File: src/rtl/sr_excitation_driver_pkg.sv
// sr_excitation_driver_pkg: FSM state encoding, excitation constants ({s,r}) and the excitation-table helper
package sr_excitation_driver_pkg;
  typedef enum logic [1:0] {ST_IDLE, ST_APPLY, ST_SETTLE, ST_CHECK} state_t;
  localparam logic [1:0] SR_HOLD = 2'b00;
  localparam logic [1:0] SR_SET  = 2'b10;
  localparam logic [1:0] SR_RST  = 2'b01;
  function automatic logic [1:0] excite(input logic known, input logic cur_q, input logic tgt_q);
    return (!known || cur_q != tgt_q) ? (tgt_q ? SR_SET : SR_RST) : SR_HOLD;
  endfunction
endpackage

File: src/rtl/sr_excitation_driver_if.sv
// sr_excitation_driver_if: target stream (tgt_valid/tgt_ready/tgt_bit), s/r drive, q_fb feedback, busy and error status; master=command side, slave=driver
interface sr_excitation_driver_if #(parameter int ERR_W = 8);
  logic tgt_valid, tgt_ready, tgt_bit, s, r, q_fb, busy, err_clr, err_flag;
  logic [ERR_W-1:0] err_cnt;
  modport master (output tgt_valid, tgt_bit, q_fb, err_clr, input tgt_ready, s, r, busy, err_cnt, err_flag);
  modport slave (input tgt_valid, tgt_bit, q_fb, err_clr, output tgt_ready, s, r, busy, err_cnt, err_flag);
endinterface

File: src/rtl/sr_excitation_driver_cmd_fifo.sv
// sr_excitation_driver_cmd_fifo: 1-bit DEPTH-entry FIFO (clk, rst, i_push, i_pop, i_data -> o_data head, o_full, o_empty registered; wrap by pointer MSB)
module sr_excitation_driver_cmd_fifo #(parameter int DEPTH = 4) (
  input  logic clk,
  input  logic rst,
  input  logic i_push,
  input  logic i_pop,
  input  logic i_data,
  output logic o_data,
  output logic o_full,
  output logic o_empty
);
  localparam int AW = $clog2(DEPTH);
  logic [DEPTH-1:0] r_mem;
  logic [AW:0] r_wptr, r_rptr, w_wnext, w_rnext;
  logic w_push, w_pop;
  assign w_push = i_push && !o_full;
  assign w_pop = i_pop && !o_empty;
  assign w_wnext = r_wptr + (AW+1)'(w_push);
  assign w_rnext = r_rptr + (AW+1)'(w_pop);
  assign o_data = r_mem[r_rptr[AW-1:0]];
  always_ff @(posedge clk)
    if (w_push) r_mem[r_wptr[AW-1:0]] <= i_data;
  always_ff @(posedge clk or posedge rst)
    if (rst) begin
      r_wptr <= '0;
      r_rptr <= '0;
      o_full <= 1'b0;
      o_empty <= 1'b1;
    end else begin
      r_wptr <= w_wnext;
      r_rptr <= w_rnext;
      o_full <= (w_wnext[AW] != w_rnext[AW]) && (w_wnext[AW-1:0] == w_rnext[AW-1:0]);
      o_empty <= w_wnext == w_rnext;
    end
endmodule

File: src/rtl/sr_excitation_driver.sv
// sr_excitation_driver: target-bit stream -> SR excitation pulses with q_fb check (clk, rst, bus: tgt_*, s, r, q_fb, busy, err_clr, err_cnt, err_flag)
module sr_excitation_driver import sr_excitation_driver_pkg::*; #(
  parameter int DEPTH = 4,
  parameter int ERR_W = 8
) (
  input logic clk,
  input logic rst,
  sr_excitation_driver_if.slave bus
);
  localparam logic [ERR_W-1:0] ERR_MAX = '1;
  state_t r_state;
  logic r_tgt_q, r_cur_q, r_known;
  logic w_full, w_empty, w_head, w_pop, w_chk, w_mis;
  logic [1:0] w_sr;
  sr_excitation_driver_cmd_fifo #(.DEPTH(DEPTH)) u_fifo (
    .clk(clk), .rst(rst), .i_push(bus.tgt_valid), .i_pop(w_pop), .i_data(bus.tgt_bit),
    .o_data(w_head), .o_full(w_full), .o_empty(w_empty)
  );
  assign w_pop = r_state == ST_APPLY;
  assign w_chk = r_state == ST_CHECK;
  assign w_sr = excite(r_known, r_cur_q, w_head);
  assign w_mis = bus.q_fb != r_tgt_q;
  assign bus.tgt_ready = !w_full;
  assign bus.busy = r_state != ST_IDLE || !w_empty;
  always_ff @(posedge clk or posedge rst)
    if (rst) begin
      r_state <= ST_IDLE;
      r_tgt_q <= 1'b0;
      r_cur_q <= 1'b0;
      r_known <= 1'b0;
      bus.s <= 1'b0;
      bus.r <= 1'b0;
      bus.err_cnt <= '0;
      bus.err_flag <= 1'b0;
    end else begin
      r_state <= (r_state == ST_APPLY) ? ST_SETTLE : (r_state == ST_SETTLE) ? ST_CHECK : w_empty ? ST_IDLE : ST_APPLY;
      bus.s <= w_pop && w_sr[1];
      bus.r <= w_pop && w_sr[0];
      if (w_pop) r_tgt_q <= w_head;
      if (w_chk) begin
        r_cur_q <= r_tgt_q;
        r_known <= 1'b1;
      end
      if (bus.err_clr) begin
        bus.err_cnt <= '0;
        bus.err_flag <= 1'b0;
      end else if (w_chk && w_mis) begin
        bus.err_cnt <= (bus.err_cnt == ERR_MAX) ? bus.err_cnt : bus.err_cnt + 1'b1;
        bus.err_flag <= 1'b1;
      end
    end
endmodule

File: src/flat_wrapper.sv
// flat-port wrapper written by rule: the top's interface ports become plain ports
module sr_excitation_driver_flat import sr_excitation_driver_pkg::*;
#(
  parameter int DEPTH = 4,
  parameter int ERR_W = 8
)
  (clk, rst, bus_tgt_valid, bus_tgt_bit, bus_q_fb, bus_err_clr, bus_tgt_ready, bus_s, bus_r, bus_busy, bus_err_cnt, bus_err_flag);
  sr_excitation_driver_if #(.ERR_W(ERR_W)) bus_i ();
  input logic clk;
  input logic rst;
  input wire logic [$bits(bus_i.tgt_valid)-1:0] bus_tgt_valid;
  input wire logic [$bits(bus_i.tgt_bit)-1:0] bus_tgt_bit;
  input wire logic [$bits(bus_i.q_fb)-1:0] bus_q_fb;
  input wire logic [$bits(bus_i.err_clr)-1:0] bus_err_clr;
  output wire logic [$bits(bus_i.tgt_ready)-1:0] bus_tgt_ready;
  output wire logic [$bits(bus_i.s)-1:0] bus_s;
  output wire logic [$bits(bus_i.r)-1:0] bus_r;
  output wire logic [$bits(bus_i.busy)-1:0] bus_busy;
  output wire logic [$bits(bus_i.err_cnt)-1:0] bus_err_cnt;
  output wire logic [$bits(bus_i.err_flag)-1:0] bus_err_flag;
  assign bus_i.tgt_valid = bus_tgt_valid;
  assign bus_i.tgt_bit = bus_tgt_bit;
  assign bus_i.q_fb = bus_q_fb;
  assign bus_i.err_clr = bus_err_clr;
  assign bus_tgt_ready = bus_i.tgt_ready;
  assign bus_s = bus_i.s;
  assign bus_r = bus_i.r;
  assign bus_busy = bus_i.busy;
  assign bus_err_cnt = bus_i.err_cnt;
  assign bus_err_flag = bus_i.err_flag;
  sr_excitation_driver #(.DEPTH(DEPTH), .ERR_W(ERR_W)) u_core (.clk(clk), .rst(rst), .bus(bus_i));
endmodule
File: config.mk
export PLATFORM = sky130hd
export DESIGN_NAME = sr_excitation_driver_flat
export DESIGN_NICKNAME = d
export VERILOG_FILES = /design/src/rtl/sr_excitation_driver_pkg.sv /design/src/rtl/sr_excitation_driver_if.sv /design/src/rtl/sr_excitation_driver_cmd_fifo.sv /design/src/rtl/sr_excitation_driver.sv /design/src/flat_wrapper.sv
export SDC_FILE = /design/constraint.sdc
export NUM_CORES = 1
export LEC_CHECK = 0
export ABC_AREA = 1
export CAP_MARGIN = 20
export CORE_AREA = 2 2 55 57
export CTS_BUF_LIST = sky130_fd_sc_hd__clkbuf_8
export DETAILED_ROUTE_END_ITERATION = 10
export DIE_AREA = 0 0 57 59
export PLACE_DENSITY = 0.86
export REMOVE_ABC_BUFFERS = 1
export SLEW_MARGIN = 20
export SYNTH_ARGS = -nofsm -noshare
export SYNTH_HDL_FRONTEND = slang
export SYNTH_SLANG_ARGS = --single-unit
File: constraint.sdc
create_clock -name clk -period 1.4 [get_ports clk]
set_input_delay 0.28 -clock clk [delete_from_list [all_inputs] [get_ports clk]]
set_output_delay 0.28 -clock clk [all_outputs]
set_load 0.005 [all_outputs]
==> results of run 1 <==
## flip-flops by register name (all words and copies together), names as in the netlist
name	cells
u_core.bus.err_cnt	8
u_core.bus.err_flag	1
u_core.bus.r	1
u_core.bus.s	1
u_core.r_cur_q	1
u_core.r_known	1
u_core.r_state	2
u_core.r_tgt_q	1
u_core.u_fifo.o_empty	1
u_core.u_fifo.o_full	1
u_core.u_fifo.r_mem	4
u_core.u_fifo.r_rptr	3
u_core.u_fifo.r_wptr	3
## synth_stat cells
library cell,number,area share [%]
o21ai_1,3,1.1
a31oi_1,1,0.47
nor2b_1,1,0.47
nand2_4,1,0.84
nand3b_1,1,0.56
nor2_2,3,1.4
nor3_1,2,0.75
inv_1,19,5.3
o21a_1,1,0.56
nor2_1,14,3.9
nand2_2,3,1.4
xor2_1,3,2.0
nand3_1,7,2.6
nor2_4,1,0.84
dfstp_2,1,2.0
ha_1,8,7.5
or2_2,1,0.47
o21ai_0,3,1.1
nand4_1,1,0.47
nand3_2,2,1.5
edfxtp_1,4,8.9
o21ai_2,1,0.65
a211oi_1,1,0.56
xnor2_1,2,1.3
dfrtp_1,23,43
inv_2,2,0.56
a21oi_1,5,1.9
nand2_1,29,8.1
## cell families (layout without fill, tap and decap cells)
logic type	count (synthesis)	count (layout)	synth area share [%]
adders and majority gates	8	8	7.46
buffers and inverters	21	74	5.87
AOI/OAI and AO/OA	15	15	6.34
xor gates and xnor gates	5	5	3.26
DFF	28	28	53.8
and+or+nand+nor	66	66	23.3
## layout make-up
cell class	count	area (µm²)	share of cell area [%]
Multi-Input combinational cell	94	694	34.5
Timing Repair Buffer	49	404	20.1
Clock inverter	1	30.0	1.49
Sequential cell	28	722	35.8
Tap cell	31	38.8	1.93
Inverter	21	83.8	4.16
Clock buffer	3	41.3	2.05
## placed cells by master, fill, tap and decap left out, types with 3 or more instances in the layout
master           netlist  layout
buf_4                  0      29
clkbuf_8               0       3
nand3_2                2       6
nand2_1               29      27
ha_1                   8       3
dlygate4sd2_1          0      11
nor2_1                14      13
a21oi_1                5       5
nand3_1                7       3
dfrtp_1               23      23
nor2_2                 3       3
edfxtp_1               4       4
nand2_2                3       4
o21ai_1                3       4
clkdlybuf4s50_1        0       5
inv_2                  2       3
inv_1                 19      16
ha_4                   0       4
## worst paths after layout
path	start	to	slack (ns)	depth (start not counted)
max	u_core.r_state[1]	u_core.u_fifo.o_empty	-0.24	9
min	rst	u_core.bus.err_cnt[1]	0.32	3
max reg2reg	u_core.r_state[1]	u_core.u_fifo.o_empty	-0.24	9
min reg2reg	u_core.r_cur_q	u_core.bus.s	0.49	1
max in group asynchronous	rst	u_core.u_fifo.o_empty	0.79	3
min in group clk	u_core.r_cur_q	u_core.bus.s	0.49	1
## power groups by stage
stage	clock, mW	sequential (mW)	combinational [mW]
5_1_grt	0.693	1.29	2.12
4_1_cts	0.649	1.24	1.45
3_5_place_dp	0	1.24	1.29
2_1_floorplan	0	1.22	0.745
6_report	0.645	1.26	1.93
3_3_place_gp	0	1.23	1.19
## layer usage
layer / GRT usage (%) / up-vias / routed length, µm
met2: 42.2 / 32 / 1910
met1: 21.4 / 558 / 1230
met3: 5.02 / 9 / 140
li1: - / 557 / -
met5: 0 / - / 0
met4: 6.64 / 0 / 63
## what timing repair did
action | in CTS | in global routing
resized for setup | 23 | 28
pin swaps | 7 | 11
setup endpoints to repair | 15 | 13
endpoints found under the hold margin | 0 | 0
buffers inserted | 13 | 6
## worst register-to-register path: stages (launching register included)
cell     delay, ns
dfrtp_1       0.39
inv_2         0.08
ha_4          0.13
inv_2         0.04
nor2_2        0.09
ha_2          0.20
ha_4          0.15
xor2_4        0.20
xnor2_2       0.15
nor2b_2       0.16
## metrics by stage
step	power (mW)	cells	hold WS (ns)	setup TNS (ns)
detailed placement	2.53	205	0.446	-0.972
floorplan	1.97	143	0.294	-0.386
finish	3.84	227	0.324	-1.33
global placement	2.42	205	0.437	-0.536
CTS	3.33	222	0.339	-0.688
global route	4.10	227	0.365	-2.21
==> results.txt, run 1 <==
Clock sinks -> 28
Worst min path class -> primary input to asynchronous set/reset pin
Mapped Area -> 1340 µm²
Htree depth -> 1
DRC viols -> 0
Wire length per cell -> 14.7 µm
Synth warn -> 0
Number of diodes -> 0
Sequential fraction of the synthesis area -> 53.8%
Fin util -> 74.3%
Synth cell types -> 28
Sw frac -> 36.1%
Initial Utilization -> 49.5%
Final Hold Fails -> 0
Pre-CTS setup slack -> -0.335 ns
Root Driver -> clkbuf_8
Startpoint Class -> flip-flop
CTS tree -> yes
Final Cell Area -> 2010 µm²
Max_slew headroom -> 72.1%
Syn Inst Count -> 143
Leak -> 1.00 nW
Post-synthesis register bit count -> 28
CTS Hold Bufs -> 0
ANT nets after route -> 0
Family with the most delay on the worst path -> adder cells
Clock insertion delay at the later pin of the skew report -> 0.28 ns
Clk buf depth -> 2
Reg power frac -> 32.9%
Power per cell area -> 1910 nW/µm²
Comb pwr share -> 50.3%
Largest net degree at the start of global routing -> 25
Total Routing Usage GR -> 21.1%
Area grow syn2layout -> 50.0%
Final Critical Period -> 1.64 ns
Port Buffer Count -> 18
Num CTS Buffers -> 3
CP required -> 1.63 ns
Pre-antenna DRT Iters -> 4
Int Power -> 2.45 mW
Core area -> 2710 µm²
Area post-placement -> 1660 µm²
Vias in the first global route -> 1,221
Placer Congestion -> 0.823
Die Area -> 3360 µm²
Setup CP Type -> flip-flop to flip-flop
Crit path cell chain -> inv_2, ha_4, inv_2, nor2_2, ha_2, ha_4, xor2_4, xnor2_2, nor2b_2
Num rows -> 19
Syn avg cell area -> 9.39 µm²
Fraction of layout cells with a size suffix above 1 -> 36.7%
Global-route wire length before repair -> 5.27 mm
Unrepaired setup endpoints after global routing -> true
Antenna violations before repair -> 0
CP endpoint kind -> flip-flop
Die Wd -> 57 µm
Io pins -> 19
Vias -> 1,156
Clock share of power -> 16.8%
Clock slew at reported path FFs -> 0.10 ns
Failing checks -> negative setup slack
CP bufs+invs -> 2
Max-slew violations -> 0
Die Ht -> 59 µm
Fillcell total -> 199
Worst Tran Pin Value -> 0.417 ns
Clk_skew -> 0.00585 ns
Slowest-stage cell, CP -> dfrtp_1
Psw -> 1.39 mW
Outcome -> complete, but fails checks
Max cap viols -> 0
GR Overflow Total -> 0
Final Net Count -> 211
Highest clock rate -> 608 MHz
Via density -> 5.09
Worst Path Max Fanout -> 2
Final setup violation count -> 12
Final worst slack -> -0.244 ns
Period Utilization, post-route -> 117%
Critical path arrival -> 1.87 ns
Max incr delay on CP -> 0.39 ns
Routed WL -> 3.34 mm
Max IR drop VDD -> 1610 µV
DP HPWL -> 1.99 mm
Initial DRC Count -> 80
Power figures use the tool's default switching activity.
==> run 2: changes to the inputs <==
--- a/config.mk
+++ b/config.mk
@@ -7,11 +7,11 @@
 export LEC_CHECK = 0
 export ABC_AREA = 1
 export CAP_MARGIN = 20
-export CORE_AREA = 2 2 55 57
+export CORE_AREA = 2 2 70 45
 export CTS_BUF_LIST = sky130_fd_sc_hd__clkbuf_8
 export DETAILED_ROUTE_END_ITERATION = 10
-export DIE_AREA = 0 0 57 59
-export PLACE_DENSITY = 0.86
+export DIE_AREA = 0 0 72 47
+export PLACE_DENSITY = 0.84
 export REMOVE_ABC_BUFFERS = 1
 export SLEW_MARGIN = 20
 export SYNTH_ARGS = -nofsm -noshare
==> constraint.sdc (replaced) <==
create_clock -name clk -period 2 [get_ports clk]
set_input_delay 0.4 -clock clk [delete_from_list [all_inputs] [get_ports clk]]
set_output_delay 0.4 -clock clk [all_outputs]
set_load 0.005 [all_outputs]
==> results.txt, run 2 (same netlist as run 1, synthesis figures left out) <==
DRC viols -> 0
Area grow syn2layout -> 22.4%
Initial Utilization -> 48.7%
Max incr delay on CP -> 0.49 ns
Postcts setup bufs -> 0
Clk_skew -> 0.00316 ns
Max FFs per register -> 8
Root Driver -> clkbuf_8
Vias -> 976
Worst min path class -> primary input to asynchronous set/reset pin
CP endpoint kind -> primary output
Pre-antenna DRT Iters -> 4
Reg power frac -> 44.4%
GR Overflow Total -> 0
Int Power -> 1.27 mW
Fraction of layout cells with a size suffix above 1 -> 13.2%
Initial DRC Count -> 85
Clock share of power -> 17.1%
Port Buffer Count -> 18
ANT nets after route -> 0
Reg2reg start -> u_core.r_state[1]
Final Net Count -> 182
Die Ht -> 47 µm
Io pins -> 19
Global-route wire length before repair -> 4.11 mm
Max_slew headroom -> 80.2%
Most frequent cells in the layout -> nand2_1, dfrtp_1, inv_1, clkdlybuf4s50_1, nor2_1
Crit path cell chain -> inv_1, ha_1, nand2_1, clkdlybuf4s50_1
Via density -> 4.86
Most common cell after layout, fill and taps aside -> nand2_1
Highest clock rate -> 528 MHz
Num rows -> 15
Max cap viols -> 0
Comb pwr share -> 38.6%
Core area -> 2760 µm²
Worst R2R Setup Slack -> 0.15 ns
Worst Path Max Fanout -> 3
Clock insertion delay at the later pin of the skew report -> 0.27 ns
Startpoint Class -> flip-flop
Final Hold Fails -> 0
Total Routing Usage GR -> 16.5%
Number of diodes -> 0
Largest net degree at the start of global routing -> 25
Die Area -> 3380 µm²
Vias in the first global route -> 906
Worst Tran Pin Value -> 0.297 ns
Reg2Reg Depth -> 9
Sw frac -> 35.9%
Clock slew at reported path FFs -> 0.09 ns
Final setup violation count -> 0
Wire length per cell -> 12.4 µm
Biggest register -> u_core.bus.err_cnt
Setup TNS -> 0 ns
Power per cell area -> 1210 nW/µm²
Die Wd -> 72 µm
Leak -> 0.762 nW
CTS tree -> yes
Setup CP Type -> flip-flop to primary output
Antenna violations before repair -> 0
WHS -> 0.458 ns
DP HPWL -> 1.99 mm
Routed WL -> 2.49 mm
Num CTS Buffers -> 3
Fin util -> 59.5%
Period Utilization, post-route -> 94.6%
Psw -> 0.712 mW
Slowest-stage cell, CP -> clkdlybuf4s50_1
Htree depth -> 1
Max-slew violations -> 0
Clock sinks -> 28
CP required -> 1.60 ns
Max IR drop VDD -> 524 µV
Critical path arrival -> 1.49 ns
Clk buf depth -> 2
Reg2reg end -> u_core.u_fifo.o_empty
Unrepaired setup endpoints after global routing -> false
Final Critical Period -> 1.89 ns
Placer Congestion -> 0.860
Outcome -> complete, no violations
[run 2: cell types whose count changed in the layout (fill, tap and decap cells not counted), sizes merged]
cell           change
buf               -29
clkdlybuf4s50     +13
dlygate4sd2       -11
bufinv             -1
dlymetal6s2s       -1
[run 2: worst max path at each step]
stage	from	end	slack (ns)	depth (start not counted)
after floorplan	u_core.r_state[0]	u_core.u_fifo.o_empty	0.39	8
after global placement	bus_tgt_valid	u_core.u_fifo.o_full	0.23	7
after detailed placement	bus_tgt_valid	u_core.u_fifo.o_empty	0.14	7
after CTS	u_core.r_state[0]	bus_busy	0.09	4
after global routing	u_core.r_state[1]	u_core.u_fifo.o_empty	0.008	9
final	u_core.r_state[0]	bus_busy	0.11	4
[run 2: layout make-up]
type                       count  area (µm²)
clock buffer                   4        55.1
timing repair buffer          20         195
inverter                      21        78.8
multi-input combinational     94         549
sequential                    28         722
tap                           34        42.5
fill                         223        1120
[run 2: per-stage QoR]
| step | power [mW] | worst slack, ns | cell area, µm² | cells |
|---|---|---|---|---|
| 6_report | 1.98 | 0.108 | 1640 | 201 |
| 5_1_grt | 2.15 | 0.00831 | 1640 | 201 |
| 4_1_cts | 1.99 | 0.0887 | 1640 | 201 |
| 3_5_place_dp | 1.64 | 0.144 | 1580 | 197 |
| 3_3_place_gp | 1.58 | 0.228 | 1580 | 197 |
| 2_1_floorplan | 1.38 | 0.392 | 1340 | 143 |
[run 2: worst max-delay path: cells and delay by family, from the launching register on]
family / cells / cell delay [ns]
adders and majority gates: 1 / 0.19
DFF: 1 / 0.39
buffers and inverters: 2 / 0.57
and+or+nand+nor: 1 / 0.07
[run 2: routing by layer]
| layer | vias up | track usage (%) | part of all wire [%] |
|---|---|---|---|
| li1 | 497 | - | - |
| met1 | 463 | 22.8 | 52 |
| met2 | 14 | 26.3 | 45 |
| met3 | 2 | 4.51 | 3.1 |
| met4 | 0 | 4.53 | 0.68 |
| met5 | - | 0 | 0 |
[run 2: power groups by stage]
stage	registers [mW]	logic (mW)	clock network [mW]
CTS	0.875	0.759	0.352
global placement	0.872	0.713	0
detailed placement	0.887	0.752	0
finish	0.880	0.766	0.339
global route	0.902	0.877	0.374
floorplan	0.855	0.521	0
[run 2: what timing repair did]
item	4_1_cts	5_1_grt
endpoints found under the setup margin	0	1
hold buffers	0	0
gates resized for setup	0	1
==> run 3: changes to the inputs <==
==> constraint.sdc (replaced) <==
create_clock -name clk -period 2 [get_ports clk]
set_input_delay 0.4 -clock clk [delete_from_list [all_inputs] [get_ports clk]]
set_output_delay 0.4 -clock clk [all_outputs]
set_load 0.01 [all_outputs]
==> results.txt, run 3 (same netlist as run 1, synthesis figures left out) <==
Root Driver -> clkbuf_8
Num rows -> 15
Vias -> 979
Most frequent cells in the layout -> nand2_1, dfrtp_1, inv_1, clkdlybuf4s50_1, nor2_1
Io pins -> 19
Area grow syn2layout -> 22.9%
Clock slew at reported path FFs -> 0.09 ns
Clock sinks -> 28
Max incr delay on CP -> 0.53 ns
Die Ht -> 47 µm
Vias in the first global route -> 906
Worst Path Max Fanout -> 3
Core area -> 2760 µm²
Worst min path class -> primary input to asynchronous set/reset pin
Die Wd -> 72 µm
Initial Utilization -> 48.7%
DRC viols -> 0
Cell total after placement -> 197
ANT nets after route -> 0
CP endpoint kind -> primary output
Max cap viols -> 0
Max_slew headroom -> 80.1%
Critical path arrival -> 1.51 ns
WHS -> 0.458 ns
CTS Hold Bufs -> 0
Most common cell after layout, fill and taps aside -> nand2_1
Highest clock rate -> 524 MHz
Largest net degree at the start of global routing -> 25
Clk_skew -> 0.00301 ns
Antenna violations before repair -> 0
Leak -> 0.767 nW
Unrepaired setup endpoints after global routing -> false
CTS tree -> yes
Crit path cell chain -> inv_1, ha_1, nand2_1, clkdlybuf4s50_1
Outcome -> complete, no violations
Startpoint Class -> flip-flop
Pre-CTS setup slack -> 0.144 ns
Layout Cells excl Fill -> 202
Fillcell total -> 221
Die Area -> 3380 µm²
Final Net Count -> 183
GR Overflow Total -> 0
DP HPWL -> 1.99 mm
Final Critical Period -> 1.91 ns
Routed WL -> 2.49 mm
Global-route wire length before repair -> 4.11 mm
Clock insertion delay at the later pin of the skew report -> 0.27 ns
Biggest register -> u_core.bus.err_cnt
Slowest-stage cell, CP -> clkdlybuf4s50_1
CP required -> 1.60 ns
Final setup violation count -> 0
Htree depth -> 1
Num CTS Buffers -> 3
Final worst slack -> 0.0904 ns
Clk buf depth -> 2
Final Hold Fails -> 0
Worst Tran Pin Value -> 0.298 ns
Period Utilization, post-route -> 95.5%
Max FFs per register -> 8
Power per cell area -> 1220 nW/µm²
Max-slew violations -> 0
Fraction of layout cells with a size suffix above 1 -> 13.7%
Total Routing Usage GR -> 16.5%
Via density -> 4.85
Port Buffer Count -> 18
Wire length per cell -> 12.3 µm
Placer Congestion -> 0.860
Setup TNS -> 0 ns
Number of diodes -> 0
Setup CP Type -> flip-flop to primary output
Initial DRC Count -> 98
Pre-antenna DRT Iters -> 4
Max IR drop VDD -> 535 µV
run 3: changes by cell type in the layout (fill, tap and decap cells not counted), sizes merged:
cell,delta
buf,+1
run 3: layout make-up:
cell class / count / area (µm²) / area share [%]
clock buffer: 4 / 55.1 / 3.34
inverter: 21 / 78.8 / 4.78
tap: 34 / 42.5 / 2.58
multi-input combinational: 94 / 549 / 33.3
timing repair buffer: 21 / 203 / 12.3
sequential: 28 / 722 / 43.7
run 3: path summary, 6_finish.rpt:
kind,from,to,slack (ns),depth (start not counted)
max in group asynchronous,rst,u_core.u_fifo.o_empty,1.26,3
worst min register to register,u_core.u_fifo.r_wptr[2],u_core.u_fifo.r_wptr[2],0.48,1
worst min-delay path,rst,u_core.bus.err_cnt[0],0.46,3
min in group clk,u_core.u_fifo.r_wptr[2],u_core.u_fifo.r_wptr[2],0.48,1
worst max-delay path,u_core.r_state[0],bus_busy,0.09,4
worst max register to register,u_core.r_state[1],u_core.u_fifo.o_empty,0.15,9
run 3: what timing repair did:
item | CTS | global route
endpoints found under the setup margin | 0 | 2
buffers inserted | 0 | 1
gates resized for setup | 0 | 1
run 3: stage by stage:
step                area [µm²]  total power, mW  util (%)
floorplan                 1340             1.39         -
global placement          1580             1.60      57.3
detailed placement        1580             1.66      57.3
CTS                       1640             2.00      59.3
global route              1650             2.18      59.8
finish                    1650             2.01      59.8
run 3: where the power goes:
part	internal (mW)	switching, mW
registers	0.752	0.127
logic	0.356	0.440
clock network	0.176	0.163
run 3: metal layers:
metal,track usage (%),routed length [µm],part of all wire [%]
met1,22.8,1280,52
met5,0,0,0
met4,4.53,17,0.68
met3,4.51,77,3.1
met2,26.3,1110,45
run 3: critical path, delay by kind of cell, from the launching register on:
kind / cells / cell delay [ns]
AND/OR/NAND/NOR: 1 / 0.07
flip-flops: 1 / 0.38
buffers and inverters: 2 / 0.60
adder cells (fa/ha/maj): 1 / 0.19
